$ cat src/rtl/hk_spi_pkg.sv
// Shared types and constants for the housekeeping SPI responder.
package hk_spi_pkg;

   typedef enum logic [2:0] {
      ST_IDLE   = 3'd0,
      ST_CMD    = 3'd1,
      ST_ADDR   = 3'd2,
      ST_DATA   = 3'd3,
      ST_IGNORE = 3'd4
   } hk_state_e;

   localparam int CMD_WR_BIT = 7;
   localparam int CMD_RD_BIT = 6;

   localparam logic [2:0] DM_IN_NOPULL = 3'b001;
   localparam logic [2:0] DM_OUT       = 3'b110;

endpackage

$ cat src/rtl/hk_spi_sync.sv
// N-flop synchronizer for one asynchronous pad input; the reset value is selectable.
module hk_spi_sync #(
   parameter int   STAGES  = 2,
   parameter logic RST_VAL = 1'b0
) (
   input  logic wb_clk_i,
   input  logic wb_rst_i,
   input  logic d_i,
   output logic q_o
);

   logic [STAGES-1:0] sync_q;

   always_ff @(posedge wb_clk_i or posedge wb_rst_i) begin
      if (wb_rst_i) sync_q <= {STAGES{RST_VAL}};
      else          sync_q <= {sync_q[STAGES-2:0], d_i};
   end

   assign q_o = sync_q[STAGES-1];

endmodule

$ cat src/rtl/hk_spi_responder.sv
// Housekeeping SPI mode-0 responder: oversampled pads -> register read/write strobes.
// Define HKSPI_AUTOINC_EN to advance the address after each data byte; otherwise it is fixed per frame.
module hk_spi_responder
   import hk_spi_pkg::*;
#(
   parameter int ADDR_W      = 8,
   parameter int SYNC_STAGES = 2
) (
   input  logic              wb_clk_i,
   input  logic              wb_rst_i,
   input  logic              spi_csb_i,
   input  logic              spi_sck_i,
   input  logic              spi_sdi_i,
   output logic              spi_sdo_o,
   output logic [2:0]        sdo_dm_o,
   output logic [ADDR_W-1:0] reg_addr_o,
   output logic [7:0]        reg_wdata_o,
   output logic              reg_we_o,
   output logic              reg_re_o,
   input  logic [7:0]        reg_rdata_i,
   output logic              busy_o
);

   logic csb_s, sck_s, sdi_s;

   hk_spi_sync #(.STAGES(SYNC_STAGES), .RST_VAL(1'b1)) u_sync_csb (
      .wb_clk_i(wb_clk_i), .wb_rst_i(wb_rst_i), .d_i(spi_csb_i), .q_o(csb_s));
   hk_spi_sync #(.STAGES(SYNC_STAGES), .RST_VAL(1'b0)) u_sync_sck (
      .wb_clk_i(wb_clk_i), .wb_rst_i(wb_rst_i), .d_i(spi_sck_i), .q_o(sck_s));
   hk_spi_sync #(.STAGES(SYNC_STAGES), .RST_VAL(1'b0)) u_sync_sdi (
      .wb_clk_i(wb_clk_i), .wb_rst_i(wb_rst_i), .d_i(spi_sdi_i), .q_o(sdi_s));

   logic                 csb_prev_q, sck_prev_q, armed_q;
   logic [SYNC_STAGES:0] settle_q;
   hk_state_e            state_q, state_d;
   logic [2:0]           bit_cnt_q, bit_cnt_d;
   logic [7:0]           rx_q, rx_d, tx_q, tx_d, wdata_q, wdata_d;
   logic [ADDR_W-1:0]    addr_q, addr_d, addr_next;
   logic                 we_q, we_d, re_q, re_d, ld_q, ld_d, adv_q, adv_d;
   logic                 wr_q, wr_d, rd_q, rd_d;

   logic       sck_rise, sck_fall, csb_rise, csb_fall, byte_done;
   logic [7:0] rx_byte;

   assign sck_rise  = sck_s & ~sck_prev_q;
   assign sck_fall  = ~sck_s & sck_prev_q;
   assign csb_rise  = csb_s & ~csb_prev_q;
   assign csb_fall  = ~csb_s & csb_prev_q;
   assign rx_byte   = {rx_q[6:0], sdi_s};
   assign byte_done = sck_rise && (bit_cnt_q == 3'd7);

`ifdef HKSPI_AUTOINC_EN
   assign addr_next = addr_q + 1'b1;
`else
   assign addr_next = addr_q;
`endif

   // NOTE: every variable gets a default before the case so no latch is inferred.
   always_comb begin
      state_d   = state_q;
      bit_cnt_d = bit_cnt_q;
      rx_d      = rx_q;
      tx_d      = tx_q;
      addr_d    = addr_q;
      wdata_d   = wdata_q;
      wr_d      = wr_q;
      rd_d      = rd_q;
      we_d      = 1'b0;
      re_d      = 1'b0;
      adv_d     = 1'b0;
      ld_d      = re_q;

      // Read data arrives the cycle after the strobe; the MSB then waits for the next rise.
      if (ld_q) tx_d = reg_rdata_i;
      else if (sck_fall && bit_cnt_q != 3'd0 && state_q != ST_IDLE) tx_d = {tx_q[6:0], 1'b0};

      // A write of the current address must retire before the address moves on.
      if (adv_q) begin
         addr_d = addr_next;
         re_d   = rd_q;
      end

      if (sck_rise && state_q != ST_IDLE) begin
         rx_d      = rx_byte;
         bit_cnt_d = bit_cnt_q + 3'd1;
      end

      case (state_q)
         ST_IDLE: begin
            if (csb_fall && armed_q) state_d = ST_CMD;
         end
         ST_CMD: begin
            if (byte_done) begin
               wr_d    = rx_byte[CMD_WR_BIT];
               rd_d    = rx_byte[CMD_RD_BIT];
               state_d = (rx_byte[CMD_WR_BIT] || rx_byte[CMD_RD_BIT]) ? ST_ADDR : ST_IGNORE;
            end
         end
         ST_ADDR: begin
            if (byte_done) begin
               addr_d  = ADDR_W'(rx_byte);
               re_d    = rd_q;
               state_d = ST_DATA;
            end
         end
         ST_DATA: begin
            if (byte_done) begin
               if (wr_q) begin
                  we_d    = 1'b1;
                  wdata_d = rx_byte;
                  adv_d   = 1'b1;
               end else begin
                  addr_d = addr_next;
                  re_d   = 1'b1;
               end
            end
         end
         default: ;
      endcase

      if (csb_rise) begin
         state_d   = ST_IDLE;
         bit_cnt_d = 3'd0;
         rx_d      = 8'h00;
         tx_d      = 8'h00;
         wr_d      = 1'b0;
         rd_d      = 1'b0;
         we_d      = 1'b0;
         re_d      = 1'b0;
         adv_d     = 1'b0;
         ld_d      = 1'b0;
      end
   end

   // NOTE: sequential state uses non-blocking assignments so every flop samples pre-edge values.
   always_ff @(posedge wb_clk_i or posedge wb_rst_i) begin
      if (wb_rst_i) begin
         csb_prev_q <= 1'b1;
         sck_prev_q <= 1'b0;
         settle_q   <= '0;
         armed_q    <= 1'b0;
         state_q    <= ST_IDLE;
         bit_cnt_q  <= 3'd0;
         rx_q       <= 8'h00;
         tx_q       <= 8'h00;
         addr_q     <= '0;
         wdata_q    <= 8'h00;
         wr_q       <= 1'b0;
         rd_q       <= 1'b0;
         we_q       <= 1'b0;
         re_q       <= 1'b0;
         ld_q       <= 1'b0;
         adv_q      <= 1'b0;
      end else begin
         csb_prev_q <= csb_s;
         sck_prev_q <= sck_s;
         settle_q   <= {settle_q[SYNC_STAGES-1:0], 1'b1};
         // Only a CSB seen high after the synchronizers refill can start a frame.
         if (settle_q[SYNC_STAGES] && csb_s) armed_q <= 1'b1;
         state_q    <= state_d;
         bit_cnt_q  <= bit_cnt_d;
         rx_q       <= rx_d;
         tx_q       <= tx_d;
         addr_q     <= addr_d;
         wdata_q    <= wdata_d;
         wr_q       <= wr_d;
         rd_q       <= rd_d;
         we_q       <= we_d;
         re_q       <= re_d;
         ld_q       <= ld_d;
         adv_q      <= adv_d;
      end
   end

   assign spi_sdo_o   = tx_q[7];
   assign sdo_dm_o    = (state_q != ST_IDLE && !csb_s) ? DM_OUT : DM_IN_NOPULL;
   assign reg_addr_o  = addr_q;
   assign reg_wdata_o = wdata_q;
   assign reg_we_o    = we_q;
   assign reg_re_o    = re_q;
   assign busy_o      = ~csb_s;

endmodule

$ cat config.mk
export PLATFORM = sky130hd
export DESIGN_NAME = hk_spi_responder
export DESIGN_NICKNAME = d
export VERILOG_FILES = /design/src/rtl/hk_spi_pkg.sv /design/src/rtl/hk_spi_sync.sv /design/src/rtl/hk_spi_responder.sv
export SDC_FILE = /design/constraint.sdc
export NUM_CORES = 1
export LEC_CHECK = 0
export ABC_AREA = 1
export BUFFER_PORTS_ARGS = -buffer_cell sky130_fd_sc_hd__buf_2
export CORE_UTILIZATION = 55
export DETAILED_ROUTE_END_ITERATION = 10
export GPL_ROUTABILITY_DRIVEN = 0
export PLACE_DENSITY = 0.79
export SLEW_MARGIN = 30
export SYNTH_ARGS = -nofsm -noshare
export SYNTH_HDL_FRONTEND = slang
export SYNTH_SLANG_ARGS = --single-unit
$ cat constraint.sdc
create_clock -name wb_clk_i -period 2.3 [get_ports wb_clk_i]
set_clock_uncertainty 0.15 [all_clocks]
set_input_delay 0.345 -clock wb_clk_i [delete_from_list [all_inputs] [get_ports wb_clk_i]]
set_output_delay 0.345 -clock wb_clk_i [all_outputs]
set_load 0.05 [all_outputs]
==> metrics.yaml, run 1 <==
status:
  outcome: "finished clean"
drt:
  viasPerCell: 5.04
  drtPass1Iterations: 4
  vias: 1723
  wl_mm: 4.16
  drt_iter0_drc: 47
  post_drt_wl_per_cell_um: 12.2
  ant_nets: 0
  drc: 0
clock_network:
  clock_latency_ps: 310
  path_clk_slew_ps: 80
  root_buffer: "clkbuf_8"
  cts-resized-gates: 0
  cts_buffers: 5
  cts_tree: "done"
  clock-sinks: 54
  htree_levels: 2
  cts_buffer_depth: 2
global_routing:
  antenna_found_initial: 0
  busiest_layer: "met2"
  grt_max_degree: 23
  grt-ovfl-total: 0
  use_met2: 0.368
  grt_pass1_vias: 1652
  use_met3: 0.0473
  grt_pass1_wl_mm: 7.24
  use_met1: 0.279
  grt_use_total: 0.218
synth:
  synthCells: 249
  synth_area_um2: 2350
  yosys_warnings: 0
  syn_nets: 265
  synth.avg_cell_area_um2: 9.42
  yosysTopAreaCell: "dfrtp_1"
  synth.area.top_cells: "dfrtp_1 (54%), nand2_1 (9.9%), nand3_1 (5.5%), o21ai_2 (4.1%), a21oi_1 (3.8%)"
  synth.distinct_cells: 23
  ys_seq_area_frac: 0.578
  synth.top_cell.area_share: 0.544
  synth_seq_cells: 54
power:
  power_density_nw_per_um2: 772
  peakVddDrop_mv: 0.713
  p_total_uw: 2090
  p_leak_uw: 0.00139
floorplan:
  placementRows: 23
  die_w_um: 67.3
  die_h_um: 67.3
  ios: 36
  core_um2: 4060
  start_util: 0.578
  die_area_um2: 4530
hold_path:
  worstHoldPathType: "in2reg"
finish:
  drive_gt1_frac: 0.271
  syn_to_final_growth_pct: 15.6
  antenna_cells: 0
  final_common_cell: "nand2_1"
  n_fill_cell: 337
  most-common-layout-cells: "nand2_1 (62), dfrtp_1 (51), buf_2 (35), nand3_1 (26), inv_1 (21)"
  final_nets: 307
critical_path:
  critical_path.max_fanout: 5
  arrival_ps: 1520
  r2r_slack_ps: 600
  startpoint_type: "flop"
  cp-end-kind: "primary output"
  critPathRequiredTime_ps: 1800
  path_class: "reg2out"
timing:
  final_max_slew_viol_count: 0
  fin_hold_ws_ps: 154
  rsz0062_at_grt: "false"
  min_period_ps: 2020
  fmax_mhz: 496
  final.setup.tns_ps: 0
  setup_viol: 0
  hold_viol: 0
  period_share: 0.877
place:
  hpwlAfterDp_mm: 2.92
  io_buffers: 35
run:
  max_cap_viol_count: 0
==> flip-flops by register name, summed over array words and instances (netlist names), 2 cells and up <==
name,count
bit_cnt_q,3
reg_addr_o,8
reg_wdata_o,8
rx_q,7
settle_q,3
state_q,3
tx_q,8
u_sync_csb.sync_q,2
u_sync_sck.sync_q,2
u_sync_sdi.sync_q,2
==> logic make-up (layout without fill, tap and decap cells) <==
family          Yosys count  count (layout)  share of synthesized area
compound gates           42              42                      0.107
flops                    54              54                      0.578
fa+ha+maj                 3               3                     0.0160
simple gates            114             114                      0.228
other cells               1               1                    0.00160
buf+inv                  35              78                     0.0693
==> through the flow <==
stage               worst slack [ps]  std cells  instance area (um2)   util
global placement                 639        330                 2550  0.630
finish                           283        342                 2710  0.668
detailed placement               616        330                 2550  0.630
CTS                              271        342                 2710  0.668
global route                     192        342                 2710  0.668
floorplan                        322        249                 2350      -
==> critical path, cell delays in order, from the launching register on <==
cell and delay [ps]:
dfrtp_1 450, nor2_4 180, nand2_2 100, inv_2 140, nor2_2 60, inv_1 40, buf_2 240
==> Yosys cell counts (all sizes together) <==
master,n
dfrtp,51
buf,8
o21ai,24
conb,1
or2,1
a21oi,18
nand3,29
nand2,65
nor2,18
nor3,1
ha,3
dfstp,3
inv,27
==> timing repair <==
| item | 4_1_cts | 5_1_grt |
|---|---|---|
| hold endpoints to repair | 20 | 0 |
| setup buffers | 0 | 0 |
| hold buffers | 4 | 0 |
| endpoints found under the setup margin | 0 | 0 |
==> final cells by class <==
type,count,area (um2),share of cell area
inverter,27,101,0.0374
multi-input combinational,160,831,0.306
clock inverter,1,30.0,0.0111
tap,50,62.6,0.0231
timing repair buffer,43,245,0.0904
clock buffer,7,86.3,0.0318
sequential,54,1360,0.500
==> metal layers <==
metal  vias up  routed length [um]
met1       797                1920
met4         0                  61
met5         -                   0
met2        41                2020
met3         8                 153
li1        877                   -
==> power by group <==
part	switching (uW)	internal [uW]
combinational	295	114
clock	291	355
sequential	41.4	996
total	628	1460
==> worst paths after layout <==
kind / to / cells past startpoint / start
worst min-delay path: tx_q[0]$_DFFE_PP0P_ / 3 / reg_rdata_i[0]
min in group asynchronous: u_sync_sdi.sync_q[0]$_DFF_PP0_ / 3 / wb_rst_i
worst min register to register: u_sync_sck.sync_q[1]$_DFF_PP0_ / 0 / u_sync_sck.sync_q[0]$_DFF_PP0_
max in group asynchronous: rx_q[3]$_DFFE_PP0P_ / 4 / wb_rst_i
worst max register to register: reg_re_o$_DFF_PP0_ / 6 / bit_cnt_q[0]$_DFFE_PP0P_
worst max-delay path: sdo_dm_o[0] / 6 / state_q[1]$_DFFE_PP0P_
Note: power is estimated with default switching activity, not from simulation.
==> run 2, diff against run 1 <==
--- a/config.mk
+++ b/config.mk
@@ -9,8 +9,10 @@
 export BUFFER_PORTS_ARGS = -buffer_cell sky130_fd_sc_hd__buf_2
 export CORE_UTILIZATION = 55
 export DETAILED_ROUTE_END_ITERATION = 10
-export GPL_ROUTABILITY_DRIVEN = 0
+export GPL_ROUTABILITY_DRIVEN = 1
+export HOLD_SLACK_MARGIN = 0.03
 export PLACE_DENSITY = 0.79
+export RECOVER_POWER = 25
 export SLEW_MARGIN = 30
 export SYNTH_ARGS = -nofsm -noshare
 export SYNTH_HDL_FRONTEND = slang
==> run 2 against run 1 <==
Non-clock buffer count did not move. Core utilization fell by 0.093 points. Sequential power barely moved. Combinational power barely moved. Clock power barely moved. Setup slack got worse by 3.2 ps. First-iteration DRC count rose by 13%. Final area fell by 0.14%. Routed wire length barely moved. Global-route usage did not move. Clock-buffer cell count did not move.
==> metrics.yaml, run 2 (synthesis gave the netlist of run 1 again) <==
floorplan:
  ios: 36
  core_um2: 4060
  die_w_um: 67.3
  die_area_um2: 4530
  start_util: 0.578
  die_h_um: 67.3
  placementRows: 23
timing:
  relSlewSlack: 0.486
  fmax_mhz: 495
  hold_viol: 0
  rsz0062_at_grt: "false"
  final_max_slew_viol_count: 0
  final.setup.tns_ps: 0
  period_share: 0.878
  min_period_ps: 2020
  setup_viol: 0
  tightest_slew_ps: 771
clock_network:
  clock_latency_ps: 310
  cts_setup_buffers: 0
  path_clk_slew_ps: 80
  cts_tree: "done"
  cts_buffers: 5
  clock-sinks: 54
  cts_buffer_depth: 2
  root_buffer: "clkbuf_8"
  htree_levels: 2
power:
  p_leak_uw: 0.00139
  peakVddDrop_mv: 0.714
  power_density_nw_per_um2: 772
  p_total_uw: 2090
finish:
  multiInputGateArea_um2: 831
  final_common_cell: "nand2_1"
  final_util: 0.667
  syn_to_final_growth_pct: 15.4
  antenna_cells: 0
  drive_gt1_frac: 0.260
  final_nets: 307
  design_area_um2: 2710
  most-common-layout-cells: "nand2_1 (62), dfrtp_1 (51), buf_2 (35), nand3_1 (26), inv_1 (22)"
  n_fill_cell: 339
  seq_area_um2: 1360
critical_path:
  cpMaxStageDelayCell: "dfrtp_1"
  slowest_delay_ps: 450
  cp_cell_sequence: "nor2_4 -> nand2_2 -> inv_2 -> nor2_2 -> inv_1 -> buf_2"
  critical_path.max_fanout: 5
  cp-end-kind: "primary output"
  arrival_ps: 1530
  critPathRequiredTime_ps: 1800
  path_class: "reg2out"
  startpoint_type: "flop"
drt:
  drc: 0
  vias: 1720
  drt_iter0_drc: 53
  drtPass1Iterations: 4
  post_drt_wl_per_cell_um: 12.1
  wl_mm: 4.16
  ant_nets: 0
  viasPerCell: 5.03
global_routing:
  grt_pass1_vias: 1652
  antenna_found_initial: 0
  grt_pass1_wl_mm: 7.24
  grt_max_degree: 23
  grt-ovfl-total: 0
  grt_use_total: 0.218
status:
  outcome: "finished clean"
hold_path:
  worstHoldPathType: "in2reg"
place:
  hpwlAfterDp_mm: 2.92
  gp_congestion: 0.733
  io_buffers: 35
  placed_area_um2: 2550
run:
  max_cap_viol_count: 0
==> run 2: cell count changes in the layout (fill, tap and decap cells not counted), sizes merged <==
cell,delta
buf,-1
clkbuf,+1
==> run 2: routing by layer <==
metal | up-vias | global-route usage | routed length, um
met4 | 0 | 0.0718 | 59
met2 | 37 | 0.368 | 2020
met5 | - | 0 | 0
met1 | 800 | 0.279 | 1920
li1 | 877 | - | -
met3 | 6 | 0.0473 | 157
==> run 2: final cells by class <==
| type | instances | area share |
|---|---|---|
| multi-input cells | 160 | 0.307 |
| well taps | 50 | 0.0231 |
| inverters | 27 | 0.0374 |
| clock buffers | 7 | 0.0319 |
| repair buffers | 43 | 0.0892 |
| flip-flops and latches | 54 | 0.500 |
| clock inverters | 1 | 0.0111 |
==> run 2: timing repair <==
item / in CTS / in global routing
hold buffers: 4 / 0
gates resized for setup: 0 / 0
hold endpoints to repair: 20 / 0
==> run 2: worst max-delay path, delay by kind of cell (launching register included) <==
kind | cells | cell delay (ps)
flops | 1 | 450
simple gates | 3 | 350
buf+inv | 3 | 440
==> run 2: per-stage QoR <==
| step | cells | worst slack, ps | hold WS (ps) |
|---|---|---|---|
| after floorplan | 249 | 322 | 181 |
| after global placement | 330 | 639 | 184 |
| after detailed placement | 330 | 616 | 190 |
| after CTS | 342 | 271 | 152 |
| after global routing | 342 | 184 | 163 |
| final | 342 | 280 | 155 |
==> run 2: path summary, 6_finish.rpt <==
kind | startpoint | to | slack [ps] | cells past startpoint
min reg2reg | u_sync_sck.sync_q[0]$_DFF_PP0_ | u_sync_sck.sync_q[1]$_DFF_PP0_ | 210 | 0
max in group asynchronous | wb_rst_i | rx_q[3]$_DFFE_PP0P_ | 700 | 4
min in group asynchronous | wb_rst_i | u_sync_sdi.sync_q[0]$_DFF_PP0_ | 590 | 3
max | state_q[1]$_DFFE_PP0P_ | sdo_dm_o[0] | 280 | 6
min | reg_rdata_i[0] | tx_q[0]$_DFFE_PP0P_ | 160 | 3
max reg2reg | u_sync_csb.sync_q[1]$_DFF_PP1_ | rx_q[5]$_DFFE_PP0P_ | 450 | 6
==> run 2: report_power, final <==
group	internal, uW	switching (uW)
clock	355	291
combinational	113	296
sequential	996	41.0
total	1460	628
==> run 3, diff against run 2 <==
--- a/config.mk
+++ b/config.mk
@@ -7,13 +7,14 @@
 export LEC_CHECK = 0
 export ABC_AREA = 1
 export BUFFER_PORTS_ARGS = -buffer_cell sky130_fd_sc_hd__buf_2
-export CORE_UTILIZATION = 55
+export CORE_UTILIZATION = 45
 export DETAILED_ROUTE_END_ITERATION = 10
 export GPL_ROUTABILITY_DRIVEN = 1
 export HOLD_SLACK_MARGIN = 0.03
-export PLACE_DENSITY = 0.79
+export PLACE_DENSITY = 0.66
 export RECOVER_POWER = 25
 export SLEW_MARGIN = 30
 export SYNTH_ARGS = -nofsm -noshare
 export SYNTH_HDL_FRONTEND = slang
+export SYNTH_HIERARCHICAL = 1
 export SYNTH_SLANG_ARGS = --single-unit
==> run 3 against run 2 <==
Worst hold slack improved by 13 ps. Routed wire length grew 3.5%. First-iteration DRC count increased by 19%. Synthesized cell count increased by 1.6%. Critical path type unchanged. Cell count increased by 6.7%. Clock power shrank 17%. Largest cell class unchanged. Largest power group unchanged. Global-route usage shrank 5.5 points.
==> metrics.yaml, run 3 <==
status:
  outcome: "finished clean"
drt:
  drc: 0
  drt_iter0_drc: 63
  vias: 1717
  wl_mm: 4.30
  drtPass1Iterations: 4
  post_drt_wl_per_cell_um: 11.8
  viasPerCell: 4.70
  ant_nets: 0
finish:
  most-common-layout-cells: "nand2_1 (58), dfrtp_1 (51), buf_2 (34), inv_1 (29), nand3_1 (25)"
  antenna_cells: 0
  final_nets: 310
  syn_to_final_growth_pct: 14.5
  drive_gt1_frac: 0.258
  final_common_cell: "nand2_1"
  fin_cells: 365
clock_network:
  htree_levels: 2
  clock-sinks: 54
  clock_latency_ps: 300
  root_buffer: "clkbuf_8"
  cts_setup_buffers: 0
  cts_tree: "done"
  cts_buffers: 5
  path_clk_slew_ps: 100
  cts_buffer_depth: 2
synth:
  yosysTopAreaCell: "dfrtp_1"
  synth-xor-area-share: 0
  ys_seq_area_frac: 0.563
  synth-async-reset-ratio: 1.00
  synth_top_flop_cell: "dfrtp_1"
  yosys.area_share.simple: 0.236
  yosys-mux-area-fraction: 0
  synthCells: 253
  synth.area.top_cells: "dfrtp_1 (53%), nand2_1 (9.0%), nand3_1 (5.2%), inv_1 (4.5%), a21oi_1 (3.5%)"
  yosys_warnings: 6
  synth.most_common_cell: "nand2_1"
  synthAdderAreaFrac: 0.0156
  synth_compound_area_frac: 0.105
  synth_enable_flop_cells: 0
  synth.distinct_cells: 25
  synth_top_family_by_area: "simple AND/OR/NAND/NOR gates"
  synth_area_um2: 2410
  synthTopCellsByCount: "nand2_1 (58), dfrtp_1 (51), inv_1 (29), nand3_1 (25), a21oi_1 (17)"
  synth_seq_cells: 54
  synth.avg_cell_area_um2: 9.51
  synth.top_cell.area_share: 0.530
  syn_nets: 269
critical_path:
  startpoint_type: "flop"
  critPathRequiredTime_ps: 1800
  critical_path.max_fanout: 5
  arrival_ps: 1510
  reg2regPathDepth: 8
  path_class: "reg2out"
  cp-end-kind: "primary output"
global_routing:
  grt-ovfl-total: 0
  grt_max_degree: 32
  antenna_found_initial: 0
  grt_use_total: 0.163
  grt_pass1_vias: 1526
  grt_pass1_wl_mm: 6.89
power:
  peakVddDrop_mv: 0.463
  power_density_nw_per_um2: 744
  p_leak_uw: 0.00143
timing:
  min_period_ps: 2010
  final_max_slew_viol_count: 0
  tightest_slew_ps: 1180
  rsz0062_at_grt: "false"
  fin_hold_ws_ps: 169
  fmax_mhz: 498
  relSlewSlack: 0.214
  setup_viol: 0
  hold_viol: 0
  period_share: 0.873
  final.setup.tns_ps: 0
place:
  hpwlAfterDp_mm: 3.02
  gp_congestion: 0.812
  io_buffers: 35
  post-place-cells: 353
floorplan:
  start_util: 0.468
  placementRows: 26
  die_area_um2: 5640
  core_um2: 5140
  die_w_um: 75.1
  die_h_um: 75.1
  ios: 36
hold_path:
  worstHoldPathType: "in2reg"
  min_path_cells: 3
run:
  max_cap_viol_count: 0
## run 3: cell count changes in the layout (fill, tap and decap cells not counted), sizes merged
cell      before  now
a21oi         18   19
buf           38   36
bufinv         1    0
clkbuf         8    7
clkinv         0    1
clkinvlp       0    1
inv           27   33
o21ai         24   23
or2            1    0
## run 3: worst max-delay path, stage by stage, from the launching register on
cell and delay (ps):
dfrtp_1 460, nor2_4 220, nand2_4 90, inv_4 100
nor2_2 50, inv_1 50, buf_2 250
## run 3: timing repair
| action | in CTS | in global routing |
|---|---|---|
| hold buffers | 4 | 0 |
| gates resized for setup | 0 | 0 |
| setup endpoints to repair | 0 | 0 |
| endpoints found under the hold margin | 37 | 0 |
## run 3: kinds of logic after synthesis
family                     Yosys count
and+or+nand+nor                    113
DFF                                 54
AOI/OAI and AO/OA                   42
buffers and inverters               40
adders and majority gates            3
other                                1
## run 3: final cells by class
type	instances	area [um2]
Inverter	32	123
Clock buffer	5	68.8
Fill cell	502	2380
Sequential cell	54	1360
Multi-Input combinational cell	159	863
Tap cell	70	87.6
Timing Repair Buffer	42	233
Clock inverter	3	25.0
## run 3: worst paths after layout
kind                                                       end  slack, ps                            from
worst min register to register           settle_q[2]$_DFF_PP0_        210           settle_q[1]$_DFF_PP0_
worst min-delay path                       tx_q[0]$_DFFE_PP0P_        170                  reg_rdata_i[0]
max in group asynchronous                  tx_q[6]$_DFFE_PP0P_        450                        wb_rst_i
min in group asynchronous       u_sync_sck/sync_q[0]$_DFF_PP0_        290                        wb_rst_i
worst max-delay path                               sdo_dm_o[0]        290          state_q[0]$_DFFE_PP0P_
worst max register to register          state_q[0]$_DFFE_PP0P_        360  u_sync_csb/sync_q[1]$_DFF_PP1_
## run 3: routing by layer
metal  track usage  up-vias  routed length (um)
met5             0        -                   0
met4        0.0377        0                  22
met3        0.0415        4                 206
met2         0.251       40                1990
met1         0.234      788                2080
li1              -      885                   -
## run 3: where the power goes
group | switching, uW | leakage (uW) | internal (uW)
sequential | 53.9 | 0.000713 | 1000
clock | 313 | 0.0000447 | 220
combinational | 327 | 0.000672 | 131
total | 694 | 0.00143 | 1360
## run 3: metrics by stage
step / util / power [uW] / worst slack, ps / cell area (um2)
2_1_floorplan: - / 1450 / 304 / 2410
3_3_place_gp: 0.511 / 1520 / 580 / 2630
3_5_place_dp: 0.511 / 1530 / 531 / 2630
4_1_cts: 0.537 / 2080 / 282 / 2760
5_1_grt: 0.536 / 2170 / 164 / 2760
6_report: 0.536 / 2050 / 292 / 2760
